==> config.mk <==
export PLATFORM = sky130hd
export DESIGN_NAME = conv_out_streamer
export DESIGN_NICKNAME = d
export VERILOG_FILES = /design/src/rtl/conv_pkg.sv /design/src/rtl/frame_fifo.sv /design/src/rtl/conv_out_streamer.sv
export SDC_FILE = /design/constraint.sdc
export NUM_CORES = 1
export LEC_CHECK = 0
export BUFFER_PORTS_ARGS = -buffer_cell sky130_fd_sc_hd__buf_4
export CORE_MARGIN = 2
export CORE_UTILIZATION = 40
export DETAILED_ROUTE_END_ITERATION = 10
export MAX_ROUTING_LAYER = met4
export PLACE_DENSITY = 0.57
export SLEW_MARGIN = 20
export SYNTH_ARGS = -nofsm -noshare
export SYNTH_HDL_FRONTEND = slang
export SYNTH_SLANG_ARGS = --single-unit
export TNS_END_PERCENT = 30
==> constraint.sdc <==
create_clock -name clk -period 2.7 [get_ports clk]
set_input_delay 0.81 -clock clk [delete_from_list [all_inputs] [get_ports clk]]
set_output_delay 0.81 -clock clk [all_outputs]
set_load 0.005 [all_outputs]
==> src/rtl/conv_pkg.sv <==
// Shared constants and FSM state type for the convolution output streamer.
// Latency: n/a (package only).
// Backpressure: n/a (package only).
package conv_pkg;

   localparam int CONV_W    = 2;
   localparam int CONV_ROWS = 3;
   localparam int CONV_N    = CONV_ROWS * CONV_ROWS;

   typedef enum logic {
      S_IDLE,
      S_SEND
   } state_t;

endpackage

==> src/rtl/frame_fifo.sv <==
// Generic DEPTH-entry register FIFO holding whole result frames.
// Latency: a pushed entry is visible at head_dat the cycle after the push edge.
// Backpressure: push ignored while full, pop ignored while empty; no full bypass.
//
// Ports: clk/rst_n; push + push_dat write the tail; pop retires the head;
//        head_dat is the current head entry; full/empty/count report occupancy.
module frame_fifo #(
   parameter int WIDTH = 18,
   parameter int DEPTH = 2,
   parameter int CW    = $clog2(DEPTH + 1)
) (
   input  logic             clk,
   input  logic             rst_n,
   input  logic             push,
   input  logic [WIDTH-1:0] push_dat,
   input  logic             pop,
   output logic [WIDTH-1:0] head_dat,
   output logic             full,
   output logic             empty,
   output logic [CW-1:0]    count
);

   localparam int PW = (DEPTH > 1) ? $clog2(DEPTH) : 1;

   logic [WIDTH-1:0] mem [DEPTH];
   logic [PW-1:0]    head;
   logic [PW-1:0]    tail;
   logic             do_push;
   logic             do_pop;

   function automatic logic [PW-1:0] ptr_next(input logic [PW-1:0] p);
      return (p == PW'(DEPTH - 1)) ? '0 : p + 1'b1;
   endfunction

   assign full     = (count == CW'(DEPTH));
   assign empty    = (count == '0);
   assign do_push  = push && !full;
   assign do_pop   = pop && !empty;
   assign head_dat = mem[head];

   always_ff @(posedge clk or negedge rst_n) begin
      if (!rst_n) begin
         head  <= '0;
         tail  <= '0;
         count <= '0;
         for (int i = 0; i < DEPTH; i++) begin
            mem[i] <= '0;
         end
      end else begin
         if (do_push) begin
            mem[tail] <= push_dat;
            tail      <= ptr_next(tail);
         end
         if (do_pop) begin
            head <= ptr_next(head);
         end
         case ({do_push, do_pop})
            2'b10:   count <= count + 1'b1;
            2'b01:   count <= count - 1'b1;
            default: count <= count;
         endcase
      end
   end

endmodule

==> src/rtl/conv_out_streamer.sv <==
// Buffers PE result frames and streams them one element per beat, row-major.
// Latency: frame pushed into an empty block at edge t is presented after edge t+1.
// Backpressure: frame_ready from registered FIFO count; out_* held while out_ready low.
//
// Ports: frame_valid/frame_ready/frame_data  - parallel frame input handshake
//        out_valid/out_ready                 - per-element output handshake
//        out_data/out_row/out_col/out_last   - element value, position, end of frame
//        frame_cnt                           - frames fully streamed, mod 256
module conv_out_streamer
   import conv_pkg::*;
#(
   parameter int W     = CONV_W,
   parameter int ROWS  = CONV_ROWS,
   parameter int DEPTH = 2
) (
   input  logic                   clk,
   input  logic                   rst_n,
   input  logic                   frame_valid,
   output logic                   frame_ready,
   input  logic [ROWS*ROWS*W-1:0] frame_data,
   output logic                   out_valid,
   input  logic                   out_ready,
   output logic [W-1:0]           out_data,
   output logic [1:0]             out_row,
   output logic [1:0]             out_col,
   output logic                   out_last,
   output logic [7:0]             frame_cnt
);

   localparam int N  = ROWS * ROWS;
   localparam int KW = $clog2(N);
   localparam int CW = $clog2(DEPTH + 1);

   state_t                state_q, state_d;
   logic [KW-1:0]         k_q, k_d;
   logic [1:0]            row_q, row_d;
   logic [1:0]            col_q, col_d;
   logic [7:0]            cnt_q, cnt_d;

   logic [N*W-1:0]        head_dat;
   logic                  fifo_full;
   logic                  fifo_empty;
   logic [CW-1:0]         fifo_count;
   logic                  push;
   logic                  pop;
   logic                  last_k;

   // Ready comes only from registered occupancy, so a final-beat pop in the
   // same cycle never opens a slot for a push.
   assign frame_ready = !fifo_full;
   assign push        = frame_valid && frame_ready;
   assign last_k      = (k_q == KW'(N - 1));
   assign pop         = (state_q == S_SEND) && out_ready && last_k;

   frame_fifo #(
      .WIDTH (N * W),
      .DEPTH (DEPTH),
      .CW    (CW)
   ) u_fifo (
      .clk      (clk),
      .rst_n    (rst_n),
      .push     (push),
      .push_dat (frame_data),
      .pop      (pop),
      .head_dat (head_dat),
      .full     (fifo_full),
      .empty    (fifo_empty),
      .count    (fifo_count)
   );

   // All out_* fields decode registered state only; out_ready never reaches them.
   assign out_valid = (state_q == S_SEND);
   assign out_data  = out_valid ? head_dat[k_q*W +: W] : '0;
   assign out_row   = row_q;
   assign out_col   = col_q;
   assign out_last  = out_valid && last_k;
   assign frame_cnt = cnt_q;

   always_ff @(posedge clk or negedge rst_n) begin
      if (!rst_n) begin
         state_q <= S_IDLE;
         k_q     <= '0;
         row_q   <= '0;
         col_q   <= '0;
         cnt_q   <= '0;
      end else begin
         state_q <= state_d;
         k_q     <= k_d;
         row_q   <= row_d;
         col_q   <= col_d;
         cnt_q   <= cnt_d;
      end
   end

   always_comb begin
      state_d = state_q;
      k_d     = k_q;
      row_d   = row_q;
      col_d   = col_q;
      cnt_d   = cnt_q;
      case (state_q)
         S_IDLE: begin
            if (!fifo_empty) begin
               state_d = S_SEND;
               k_d     = '0;
               row_d   = '0;
               col_d   = '0;
            end
         end
         S_SEND: begin
            if (out_ready) begin
               if (!last_k) begin
                  k_d = k_q + 1'b1;
                  // row/col track k directly instead of dividing k by ROWS
                  if (col_q == 2'(ROWS - 1)) begin
                     col_d = '0;
                     row_d = row_q + 1'b1;
                  end else begin
                     col_d = col_q + 1'b1;
                  end
               end else begin
                  cnt_d = cnt_q + 1'b1;
                  k_d   = '0;
                  row_d = '0;
                  col_d = '0;
                  // Another frame remains if one was already queued behind the
                  // head, or one is being pushed on this very edge.
                  if ((fifo_count > CW'(1)) || push) begin
                     state_d = S_SEND;
                  end else begin
                     state_d = S_IDLE;
                  end
               end
            end
         end
         default: begin
            state_d = S_IDLE;
         end
      endcase
   end

endmodule

* Word-level counts from Yosys, hierarchy flattened
Index checks and enable logic that the tools add are counted.
W data, S select, Z words.
** Storage, ports and cells
- Flip-flop bits (word level) :: 57
- Bits in latches :: 0
- Bits in writable memories :: 0
- ROM bits :: 0
- Input bits :: 22
- Output and inout bits :: 17
- Word-level logic and storage cells :: 77
- Memories kept :: 0
** Operators by class
- $add $sub $neg :: 8
- $mul :: 0
- Div/mod/pow operators :: 0
- Order comparisons :: 4
- Eq/ne operators :: 8
- Shifts and indexed selects :: 1
- Multiplexer cells :: 28
- Bitwise gates (word level) :: 3
- Reduce and logical (&&, ||, !) cells :: 15
** Operators by type and width (number)
- $mux W18 :: 4
- $bwmux W36 :: 1
- $demux W18 S1 :: 1
- $shiftx A18 B6 Y2 :: 1
- $mux W2 :: 8
- $mux W4 :: 3
- $pmux W2 S2 :: 3
- $add A8 B1 Y8 const B :: 1
- $pmux W4 S2 :: 1
- $logic_and A1 B1 Y1 :: 7
- $add A2 B1 Y2 const B :: 3
- $eq A2 B2 Y1 const B :: 3
- $mux W1 :: 6
- $reduce_and A3 Y1 :: 2
- $add A4 B1 Y4 const B :: 1
- $eq A4 B4 Y1 const B :: 1
- $ge A2 B2 Y1 const B :: 2
- $ne A2 B2 Y1 const B :: 2
- $not A1 Y2 :: 2
- $ne A3 B1 Y1 const B :: 1
- $add A1 B1 Y1 const B :: 2
- $eq A2 B1 Y1 const B :: 1
- $gt A2 B1 Y1 const B :: 1
- $logic_not A1 Y1 :: 2
- other kinds (8) :: 8

* Longest topological paths before layout
- Depth after elaboration :: 8
- Gate-level depth with buffers :: 10
- Depth with buffers taken out :: 8

* Modules after synthesis
A second synthesis with hierarchy kept.
** Second synthesis, totals
- Cell total of the unflattened synthesis :: 210
- Area, all modules :: 2825.2 um2
** Modules (own cells, without submodules)
- frame_fifo :: instances 1, cells an instance 114, area an instance 1833.0 um2, seq. area each 1001.0 um2
- conv_out_streamer :: instances 1, cells an instance 96, area an instance 992.2 um2, seq. area each 425.4 um2

* Least setup slack after synthesis
OpenSTA, ideal clock, no wires.
- Kind :: register to output
- From :: register k_q[0]
- To :: output port out_data[1]
- Arrival :: 1495 ps
- Data required time :: 1890 ps
- Slack :: 395 ps
- Cell stages (with the launch flop) :: 5
- Buffers on the path :: 1
- Path through :: dfrtp_1 -> buf_6 -> mux4_1 -> mux2_2 -> a41o_1
** On the way
- Word-level cells in the longest chain between the ends :: 2
** Ends and longest elaborated chain
- from (decl) :: RTL line conv_out_streamer.sv:35 : logic [KW-1:0] k_q, k_d;
- from (signal assigned) :: RTL line conv_out_streamer.sv:88 : k_q <= k_d;
- $shiftx A18 B6 Y2 :: RTL line conv_out_streamer.sv:73 : assign out_data = out_valid ? head_dat[k_q*W +: W] : '0;
- $mux W2 :: RTL line conv_out_streamer.sv:73
- to (decl) :: RTL line conv_out_streamer.sv:23 : output logic [W-1:0] out_data,
Every way passes these cells.

* Worst setup path in the final report
- From :: register u_fifo.head
- To :: output port out_data[0]
** On the way
- Word-level cells in the longest chain between the ends :: 6
** Ends and longest elaborated chain
- from (decl) :: RTL line frame_fifo.sv:26 : logic [PW-1:0] head;
- from (signal assigned) :: RTL line frame_fifo.sv:55 : head <= ptr_next(head);
- $not A1 Y2 (implied by the code) :: RTL line frame_fifo.sv:39 : assign head_dat = mem[head];
- $mux W18 (implied by the code) (3 in a row) :: RTL line frame_fifo.sv:39
- $shiftx A18 B6 Y2 :: RTL line conv_out_streamer.sv:73
- $mux W2 :: RTL line conv_out_streamer.sv:73
Every way passes these cells. The select of a mux whose other input is x is not followed.

==> results.json <==
{
  "crit_path_start": "u_fifo.head$_DFFE_PN0P_",
  "cp.arrival_ns": 1.97,
  "post-route-util_pct": 51.08,
  "synth_cells": 204,
  "htree_levels": 3,
  "drv_cap": 0,
  "switching_share_pct": 31.40,
  "fin_setup_tns_ns": -0.1170,
  "p_per_area_mw_per_mm2": 1153,
  "ioPinCount": 39,
  "ys_async_sr_fraction_pct": 100.0,
  "ant_nets": 0,
  "fill_cells": 588,
  "vias": 1763,
  "synth-simple-area-share_pct": 8.044,
  "gp_congestion": 0.7290,
  "synth-edff-count": 0,
  "worstSkewPairLatency_ns": 0.34,
  "dieArea_mm2": 0.007440,
  "maxSlewHeadroom_pct": 51.63,
  "dp.final_hpwl_mm": 3.653,
  "synth_fa_ha_area_share_pct": 3.236,
  "core_area_mm2": 0.006459,
  "clockRootBuffer": "clkbuf_8",
  "grtUsageTotal_pct": 16.15,
  "post_drt_via_cell_ratio": 5.216,
  "finClkSkew_ns": 0.01104,
  "clockPowerShare_pct": 20.4,
  "slowest_delay_ns": 0.49,
  "cts.sinks": 57,
  "drt_iter0_markers": 89,
  "cts.path.max_buffers": 2,
  "p_seq_share_pct": 40.9,
  "finalSetupViolations": 2,
  "die_y_um": 86.26,
  "grt_overflow_total": 0,
  "fmax_mhz": 359.2,
  "routed_wirelength_mm": 5.387,
  "period_minus_slack_ns": 2.784,
  "p_int_mw": 2.610,
  "synthXorXnorAreaFrac_pct": 3.560,
  "cts_hold_buf": 0,
  "cpMaxStageDelayCell": "mux4_2",
  "p_sw_mw": 1.194,
  "dr.pass1.iters": 5,
  "hold_class": "flop to flop",
  "mostFrequentLayoutCell": "dfrtp_1",
  "slew_violations": 0,
  "required_ns": 1.89,
  "synth_top_flop_cell": "dfrtp_1",
  "cp-end-kind": "output port",
  "grt_antenna_before_repair": 0,
  "final_cell_mix": "dfrtp_1, buf_4, mux2_2",
  "hold_violations": 0,
  "cts.reportedPaths.clkPinSlew_ns": 0.06,
  "muxShareOfSynthArea_pct": 24.23,
  "violations": "setup timing",
  "placed_cell_area_mm2": 0.003087,
  "io_buffers": 38,
  "power_mw": 3.804,
  "placementRows": 29,
  "post-route-period-util_pct": 103.1,
  "hold_end": "frame_cnt[7]$_DFFE_PN0P_",
  "cts-buffers-inserted": 9,
  "rsz0062_at_grt": "true",
  "ir_drop_mv": 0.4515,
  "rrSetupSlack_ns": 0.46,
  "grt_max_degree": 58,
  "wl_per_cell_um": 15.94,
  "ff2ff_path_depth": 9,
  "syn_nets": 233,
  "cp-start-kind": "flop",
  "syn_to_final_growth_pct": 21.91,
  "tritoncts": "done",
  "p_leak_nw": 1.509,
  "n_antenna_cell": 0,
  "drc": 0,
  "layout_setup_ws_ns": -0.08415,
  "grt_pass1_vias": 1740,
  "worstMarginPinSlew_ns": 0.7255,
  "yosys_warnings": 0,
  "drive_gt1_share_pct": 41.76,
  "ys_ff_latch": 57,
  "status": "complete, but fails checks",
  "synth_compound_area_share_pct": 4.993,
  "hold-path-cell-count": 1,
  "synth_cell_type_count": 34,
  "worst-setup-path-type": "flop to output port",
  "synth.avg_cell_area_um2": 13.27,
  "initial_core_util_pct": 41.90,
  "combPwrFrac_pct": 38.7,
  "synth_top_family_by_area": "multiplexers",
  "min_from": "frame_cnt[7]$_DFFE_PN0P_",
  "grt_pass1_wl_mm": 8.811,
  "finalNetCount": 285,
  "reg2reg_from": "k_q[1]$_DFFE_PN0P_",
  "cp_cell_sequence": "buf_6 > mux4_2 > mux2i_1 > o22ai_1 > a41o_1 > buf_4",
  "reg2reg_to": "u_fifo.count[1]$_DFFE_PN0P_",
  "fin_area_mm2": 0.003299,
  "die_w_um": 86.26,
  "synth_seq_area_share_pct": 52.70,
  "netlist_area_mm2": 0.002706,
  "path_max_fanout": 5
}
[metal layers]
| layer | GRT usage, % | vias up | share of wire [%] |
|---|---|---|---|
| met5 | - | - | 0 |
| met4 | 8.097 | 0 | 1.9 |
| met3 | 3.714 | 10 | 3.4 |
| met2 | 23.61 | 36 | 48 |
| met1 | 21.21 | 875 | 47 |
| li1 | - | 842 | - |
[state kept, by name, indices dropped and copies added, names as in the netlist]
signal and count:
u_fifo.mem 36, frame_cnt 8, k_q 4, out_col 2
out_row 2, u_fifo.count 2, out_valid 1, u_fifo.head 1
u_fifo.tail 1
[cells by family after synthesis]
kind of cell | Yosys count
xor gates and xnor gates | 11
DFF | 57
AOI/OAI and AO/OA | 21
adders and majority gates | 7
and+or+nand+nor | 42
buffers and inverters | 16
muxes | 50
[cell usage after synthesis (all sizes together), types with 3 or more instances]
library cell / n / area (um2)
buf: 7 / 53.80
nand3: 6 / 30.03
xor2: 4 / 35.03
dfrtp: 57 / 1426
o21ai: 8 / 40.04
nand4: 5 / 31.28
o22ai: 3 / 18.77
mux2: 38 / 427.9
nor2: 4 / 17.52
o31ai: 3 / 22.52
xnor2: 7 / 61.31
ha: 7 / 87.58
inv: 9 / 33.78
mux4: 8 / 187.7
nand2: 16 / 60.06
mux2i: 4 / 40.04
[final cells by class]
class                           instances  area [um2]  area share [%]
Tap cell                               77       96.34           2.920
Inverter                                9       33.78           1.024
Clock inverter                          3       40.04           1.214
Multi-Input combinational cell        131        1185           35.91
Sequential cell                        57        1428           43.27
Clock buffer                           13       148.9           4.513
Timing Repair Buffer                   48       367.9           11.15
[what timing repair did]
action	CTS	global route
setup buffers	2	1
endpoints found under the setup margin	2	2
endpoints found under the hold margin	0	0
gates cloned	0	0
gates resized for setup	4	1
[stage by stage]
step | hold slack, ns | setup slack (ns) | instances
global route | 0.5021 | -0.1745 | 338
CTS | 0.4789 | -0.08635 | 337
global placement | 0.4605 | 0.2743 | 319
floorplan | 0.4647 | 0.3948 | 204
detailed placement | 0.4703 | 0.2417 | 319
finish | 0.4711 | -0.08415 | 338
[worst max-delay path: cells and delay by family (launching register included)]
kind | cells | cell delay (ns)
buffers and inverters | 2 | 0.27
DFF | 1 | 0.37
AOI/OAI and AO/OA | 2 | 0.32
muxes | 2 | 0.68
[power by group through the flow]
stage	clock, mW	combinational [mW]	sequential [mW]
finish	0.776	1.47	1.56
global route	0.839	1.63	1.60
CTS	0.794	1.48	1.55
detailed placement	0	1.44	1.55
global placement	0	1.42	1.55
floorplan	0	1.10	1.43
[how the worst max path moves through the flow]
stage | to | slack [ns] | cells after the start
global placement | out_data[0] | 0.27 | 6
finish | out_data[0] | -0.08 | 6
global route | out_data[0] | -0.17 | 6
CTS | out_data[0] | -0.09 | 6
floorplan | out_data[1] | 0.39 | 4
detailed placement | out_data[0] | 0.24 | 6
No activity file was read; power rests on OpenSTA's default activity.
